[src/rtl/pc_pkg.sv]
// Shared types and constants for the program-counter / instruction-fetch sequencer.
package pc_pkg;

    typedef enum logic [1:0] {
        ST_BOOT,
        ST_REQ,
        ST_HOLD
    } fetch_state_e;

    // Where the next pc comes from when it is updated.
    typedef enum logic [1:0] {
        SRC_SEQ,
        SRC_BRANCH,
        SRC_FLUSH,
        SRC_REDIR
    } redir_src_e;

    localparam logic [31:0] DEF_RESET_VECTOR = 32'hbfc00000;
    localparam logic [31:0] DEF_EXC_VECTOR   = 32'hbfc00380;

endpackage

[src/rtl/pc_redirect_buf.sv]
// Buffers branch and exception/ERET redirects against the in-flight fetch and
// selects the source of the next pc.
module pc_redirect_buf
    import pc_pkg::*;
#(
    parameter int                ADDR_W     = 32,
    parameter logic [ADDR_W-1:0] EXC_VECTOR = DEF_EXC_VECTOR[ADDR_W-1:0]
) (
    input  logic              clk,
    input  logic              reset,
    input  logic              in_req,
    input  logic              ack_taken,
    input  logic              br_valid,
    input  logic [ADDR_W-1:0] br_target,
    input  logic              exc_valid,
    input  logic              eret_valid,
    input  logic [ADDR_W-1:0] epc,
    output logic              upd_vld,
    output redir_src_e        upd_src,
    output logic [ADDR_W-1:0] upd_target,
    output logic              discard,
    output logic              delay_slot
);

    logic              br_pend_q, br_pend_d;
    logic [ADDR_W-1:0] br_tgt_q, br_tgt_d;
    logic              fl_pend_q, fl_pend_d;
    logic [ADDR_W-1:0] fl_tgt_q, fl_tgt_d;
    logic              redir;
    logic [ADDR_W-1:0] redir_tgt;

    assign redir     = exc_valid | eret_valid;
    assign redir_tgt = exc_valid ? EXC_VECTOR : epc;

    always_comb begin
        br_pend_d  = br_pend_q;
        br_tgt_d   = br_tgt_q;
        fl_pend_d  = fl_pend_q;
        fl_tgt_d   = fl_tgt_q;
        upd_vld    = ack_taken | (redir & ~in_req);
        upd_src    = SRC_SEQ;
        upd_target = '0;
        discard    = ack_taken & (redir | fl_pend_q);
        delay_slot = ack_taken & ~discard & br_pend_q;

        if (redir) begin
            upd_src    = SRC_REDIR;
            upd_target = redir_tgt;
        end else if (fl_pend_q) begin
            upd_src    = SRC_FLUSH;
            upd_target = fl_tgt_q;
        end else if (br_pend_q) begin
            upd_src    = SRC_BRANCH;
            upd_target = br_tgt_q;
        end

        // Any completed fetch consumes both pending redirects.
        if (ack_taken) begin
            fl_pend_d = 1'b0;
            br_pend_d = 1'b0;
        end

        if (redir) begin
            br_pend_d = 1'b0;
            if (in_req && !ack_taken) begin
                fl_pend_d = 1'b1;
                fl_tgt_d  = redir_tgt;
            end
        end else if (br_valid && !discard) begin
            br_pend_d = 1'b1;
            br_tgt_d  = br_target;
        end
    end

    always_ff @(posedge clk or posedge reset) begin
        if (reset) begin
            br_pend_q <= 1'b0;
            br_tgt_q  <= '0;
            fl_pend_q <= 1'b0;
            fl_tgt_q  <= '0;
        end else begin
            br_pend_q <= br_pend_d;
            br_tgt_q  <= br_tgt_d;
            fl_pend_q <= fl_pend_d;
            fl_tgt_q  <= fl_tgt_d;
        end
    end

endmodule

[src/rtl/pc_fetch_unit.sv]
// Program counter and single-outstanding fetch sequencer; pc advances on the
// edge that samples fetch_ack, redirects come from pc_redirect_buf.
module pc_fetch_unit
    import pc_pkg::*;
#(
    parameter int                ADDR_W       = 32,
    parameter logic [ADDR_W-1:0] RESET_VECTOR = DEF_RESET_VECTOR[ADDR_W-1:0],
    parameter logic [ADDR_W-1:0] EXC_VECTOR   = DEF_EXC_VECTOR[ADDR_W-1:0],
    parameter int                STEP         = 4
) (
    input  logic              clk,
    input  logic              reset,
    input  logic              stall,
    input  logic              br_valid,
    input  logic [ADDR_W-1:0] br_target,
    input  logic              exc_valid,
    input  logic              eret_valid,
    input  logic [ADDR_W-1:0] epc,
    output logic              fetch_req,
    output logic [ADDR_W-1:0] fetch_addr,
    input  logic              fetch_ack,
    output logic [ADDR_W-1:0] pc,
    output logic              inst_valid,
    output logic              inst_ds
);

    fetch_state_e      state_q, state_d;
    logic [ADDR_W-1:0] pc_q, pc_d;
    logic              in_req;
    logic              ack_taken;
    logic              upd_vld;
    redir_src_e        upd_src;
    logic [ADDR_W-1:0] upd_target;
    logic              discard;
    logic              delay_slot;

    assign in_req    = (state_q == ST_REQ);
    assign ack_taken = fetch_ack & in_req;

    pc_redirect_buf #(
        .ADDR_W     (ADDR_W),
        .EXC_VECTOR (EXC_VECTOR)
    ) u_redirect_buf (
        .clk        (clk),
        .reset      (reset),
        .in_req     (in_req),
        .ack_taken  (ack_taken),
        .br_valid   (br_valid),
        .br_target  (br_target),
        .exc_valid  (exc_valid),
        .eret_valid (eret_valid),
        .epc        (epc),
        .upd_vld    (upd_vld),
        .upd_src    (upd_src),
        .upd_target (upd_target),
        .discard    (discard),
        .delay_slot (delay_slot)
    );

    always_comb begin
        state_d    = state_q;
        fetch_req  = 1'b0;
        inst_valid = 1'b0;
        inst_ds    = 1'b0;
        case (state_q)
            ST_BOOT: state_d = stall ? ST_HOLD : ST_REQ;
            ST_REQ: begin
                fetch_req  = 1'b1;
                inst_valid = ack_taken & ~discard;
                inst_ds    = delay_slot;
                if (fetch_ack) state_d = stall ? ST_HOLD : ST_REQ;
            end
            ST_HOLD: if (!stall) state_d = ST_REQ;
            default: state_d = ST_BOOT;
        endcase
    end

    // Sequential addition wraps silently at 2^ADDR_W.
    always_comb begin
        pc_d = pc_q;
        if (upd_vld) pc_d = (upd_src == SRC_SEQ) ? pc_q + ADDR_W'(STEP) : upd_target;
    end

    always_ff @(posedge clk or posedge reset) begin
        if (reset) begin
            state_q <= ST_BOOT;
            pc_q    <= RESET_VECTOR;
        end else begin
            state_q <= state_d;
            pc_q    <= pc_d;
        end
    end

    assign fetch_addr = pc_q;
    assign pc         = pc_q;

endmodule
[config.mk]
export PLATFORM = sky130hd
export DESIGN_NAME = pc_fetch_unit
export DESIGN_NICKNAME = d
export VERILOG_FILES = /design/src/rtl/pc_pkg.sv /design/src/rtl/pc_redirect_buf.sv /design/src/rtl/pc_fetch_unit.sv
export SDC_FILE = /design/constraint.sdc
export NUM_CORES = 1
export LEC_CHECK = 0
export CAP_MARGIN = 20
export CORE_MARGIN = 2
export CORE_UTILIZATION = 25
export DETAILED_ROUTE_END_ITERATION = 12
export PLACE_DENSITY = 0.5
export SETUP_SLACK_MARGIN = 0.15
export SYNTH_ARGS = -nofsm -noshare
export SYNTH_HDL_FRONTEND = slang
export SYNTH_HIERARCHICAL = 1
export SYNTH_SLANG_ARGS = --single-unit
[constraint.sdc]
create_clock -name clk -period 4 [get_ports clk]
set_input_delay 0.6 -clock clk [delete_from_list [all_inputs] [get_ports clk]]
set_output_delay 0.6 -clock clk [all_outputs]
set_load 0.02 [all_outputs]
==> flow_metrics.py <==
metrics = {
    "power": {
        "internal-power_w": 0.00241,
        "p_leak_nw": 2.92,
        "clockPowerShare_pct": 25.9,
        "p_seq_share_pct": 41.5,
        "swShare_pct": 34.1,
        "comb_power_share_pct": 32.6,
        "p_switching_w": 0.00125,
        "power.density_mw_per_mm2": 490,
        "ir_drop_mv": 0.220,
    },
    "synthesis": {
        "synth_seq_cells": 100,
        "yosysUniqueCellTypes": 56,
        "synth_top_flop_cell": "dfrtp_1",
        "syn_nets": 677,
        "yosysWarnings": 6,
        "syn_area_per_cell_um2": 9.54,
        "synth-edff-count": 0,
        "synthArstFlopShare_pct": 100,
        "syn-cell-area_mm2": 0.00577,
        "seq_area_frac_synth_pct": 43.5,
        "syn_inst": 605,
    },
    "cells_and_area": {
        "finalNetCount": 753,
        "finalInstanceArea_mm2": 0.00747,
        "diodes": 0,
        "area_delta_synth_final_pct": 29.4,
        "drive_gt1_share_pct": 12.2,
    },
    "timing": {
        "fmax_ghz": 0.316,
        "drv_slew": 0,
        "rsz0062_at_grt": "false",
        "setup_tns_ns": 0,
        "worstMarginPinSlew_ns": 0.889,
        "max-slew-margin-rel_pct": 40.6,
        "finalHoldViolCount": 0,
        "skew_ns": 0.00580,
        "finalCriticalPeriod_ns": 3.16,
        "setup_violations": 0,
        "finalCritPeriodShare_pct": 79.0,
    },
    "hold_path": {
        "hp-start": "state_q[1]",
        "min_path_type": "reg -> reg",
    },
    "cts": {
        "cts_buffers": 9,
        "clk_latency_ns": 0.35,
        "cts_root_buffer": "clkbuf_16",
        "cts_hold_buf": 0,
        "clockBufferDepth": 2,
        "cts_setup_buffers": 0,
        "ctsResizeCount": 0,
        "cts_sinks": 100,
        "cts-htree-levels": 3,
        "clk_pin_slew_ns": 0.07,
        "cts_tree": "built",
    },
    "placement": {
        "placed_area_mm2": 0.00713,
        "gp_congestion": 0.818,
        "hpwl_mm": 12.8,
        "io_buffers": 137,
    },
    "drt": {
        "ant_nets": 0,
        "wl_mm": 17.9,
        "drt_pass1_iterations": 5,
        "drc": 0,
        "drt_iter0_markers": 353,
        "routed_via_density": 5.20,
        "wl_per_cell_um": 18.4,
        "vias": 5052,
    },
    "grt": {
        "antenna_found_initial": 0,
        "grt_pass1_wl_mm": 28.2,
        "overflow": 0,
        "track_usage_pct": 15.0,
        "grt_max_degree": 73,
        "grt_pass1_vias": 4970,
    },
    "setup_path": {
        "cp-start-kind": "register",
        "r2r_slack_ns": 1.22,
        "cp-startpoint": "state_q[0]",
        "crit_slowest_cell": "clkdlybuf4s50_1",
        "worstPathMaxFanout": 9,
        "end_kind": "primary output",
        "crit_type": "reg -> out",
        "reg2reg_from": "u_redirect_buf/fl_pend_q",
        "cp_data_arrival_time_ns": 2.56,
        "cp.buffers_inverters": 1,
        "path_cells": "nor2b_1, and2_1, and3_1, and2_1, clkdlybuf4s50_1",
        "worstPathRequired_ns": 3.40,
        "path_delay_family": "simple AND/OR/NAND/NOR gates",
        "max_stage_delay_ns": 0.60,
        "crit_top_cell": "and2_1",
    },
    "run": {
        "maxCapViolCount": 0,
    },
    "die": {
        "die_h_um": 156,
        "die-area_mm2": 0.0243,
        "core_area_mm2": 0.0226,
        "start_util_pct": 25.5,
        "boundaryPins": 138,
        "rows": 55,
        "die_x_um": 156,
    },
    "status": {
        "status": "finished clean",
    },
}
-- layer usage --
metal	track usage [%]	vias to the layer above	routed length, µm
met2	23.7	175	8390
met4	5.99	0	424
met5	0	-	0
li1	-	2364	-
met3	1.89	26	747
met1	20.8	2487	8340
-- metrics by stage --
| step | hold WS (ns) | std cells | setup WS, ns | utilization (%) | power [W] |
|---|---|---|---|---|---|
| final | 0.502 | 971 | 0.839 | 33.0 | 0.00366 |
| after global routing | 0.519 | 971 | 0.627 | 33.0 | 0.00388 |
| after CTS | 0.506 | 970 | 0.778 | 32.9 | 0.00371 |
| after detailed placement | 0.485 | 954 | 1.09 | 31.5 | 0.00273 |
| after global placement | 0.476 | 954 | 1.10 | 31.5 | 0.00271 |
| after floorplan | 0.458 | 605 | 1.52 | - | 0.00225 |
-- cells in the mapped netlist (all sizes together) (2+ instances only) --
cell | instances | area, µm²
a22o | 20 | 175
a311oi | 6 | 52.6
nor3b | 3 | 33.8
a221oi | 31 | 272
or3 | 2 | 12.5
nor2b | 39 | 244
inv | 12 | 45.0
dfrtp | 91 | 2280
nand4 | 12 | 75.1
a31o | 2 | 17.5
nand2b | 5 | 38.8
nor2 | 25 | 101
nand2 | 34 | 128
a21boi | 3 | 22.5
mux2i | 2 | 20.0
a22oi | 2 | 15.0
a31oi | 5 | 31.3
a2bb2oi | 4 | 35.0
and2 | 5 | 31.3
a21o | 2 | 15.0
buf | 55 | 388
mux2 | 34 | 383
clkbuf | 29 | 110
and4 | 7 | 61.3
nand3 | 18 | 103
and3 | 5 | 31.3
o21ai | 40 | 200
o32ai | 2 | 17.5
o22ai | 12 | 75.1
nor3 | 25 | 125
a21oi | 37 | 185
dfstp | 9 | 236
o21bai | 12 | 90.1
-- kinds of logic after synthesis --
family / after synthesis / share of synthesized area [%]
simple gates: 186 / 17.8
flops: 100 / 43.5
mux: 36 / 6.98
compound gates: 186 / 22.0
fa+ha+maj: 1 / 0.217
buf+inv: 96 / 9.41
-- power groups by stage --
stage	combinational (W)	clock [W]	sequential [W]
6_report	0.00119	0.000950	0.00152
5_1_grt	0.00130	0.00102	0.00156
4_1_cts	0.00120	0.000985	0.00152
3_5_place_dp	0.00119	0	0.00154
3_3_place_gp	0.00118	0	0.00152
2_1_floorplan	0.000722	0	0.00152
-- final cells by class --
cell class / count / area (µm²)
well taps: 285 / 357
clock buffers: 11 / 243
clock inverters: 5 / 75.1
inverters: 12 / 45.0
fillers: 2311 / 15200
repair buffers: 149 / 1500
multi-input cells: 409 / 2740
flip-flops and latches: 100 / 2510
-- path summary, 6_finish.rpt --
| check | to | cells after the start |
|---|---|---|
| min | state_q[0] | 1 |
| min in group asynchronous | fetch_addr[4] | 2 |
| min reg2reg | state_q[0] | 1 |
| max | inst_ds | 5 |
| max reg2reg | fetch_addr[31] | 9 |
| max in group asynchronous | fetch_addr[25] | 4 |
-- state kept, by name, indices dropped and copies added (netlist names) --
| signal | flops |
|---|---|
| u_redirect_buf/br_pend_q | 1 |
| u_redirect_buf/fl_tgt_q | 32 |
| u_redirect_buf/fl_pend_q | 1 |
| state_q | 2 |
| u_redirect_buf/br_tgt_q | 32 |
| fetch_addr | 32 |
-- cells in the final DEF (no fill, tap or decap), types with 20 or more instances in the layout --
master	netlist	routed
a21oi_1	37	37
a221oi_1	31	31
a22o_1	20	20
clkdlybuf4s50_1	0	135
dfrtp_1	91	91
mux2_2	34	34
nand2_1	34	34
nor2_1	24	23
nor2b_1	39	38
nor3_1	25	25
o21ai_0	39	39
No activity file was read; power rests on OpenSTA's default activity.
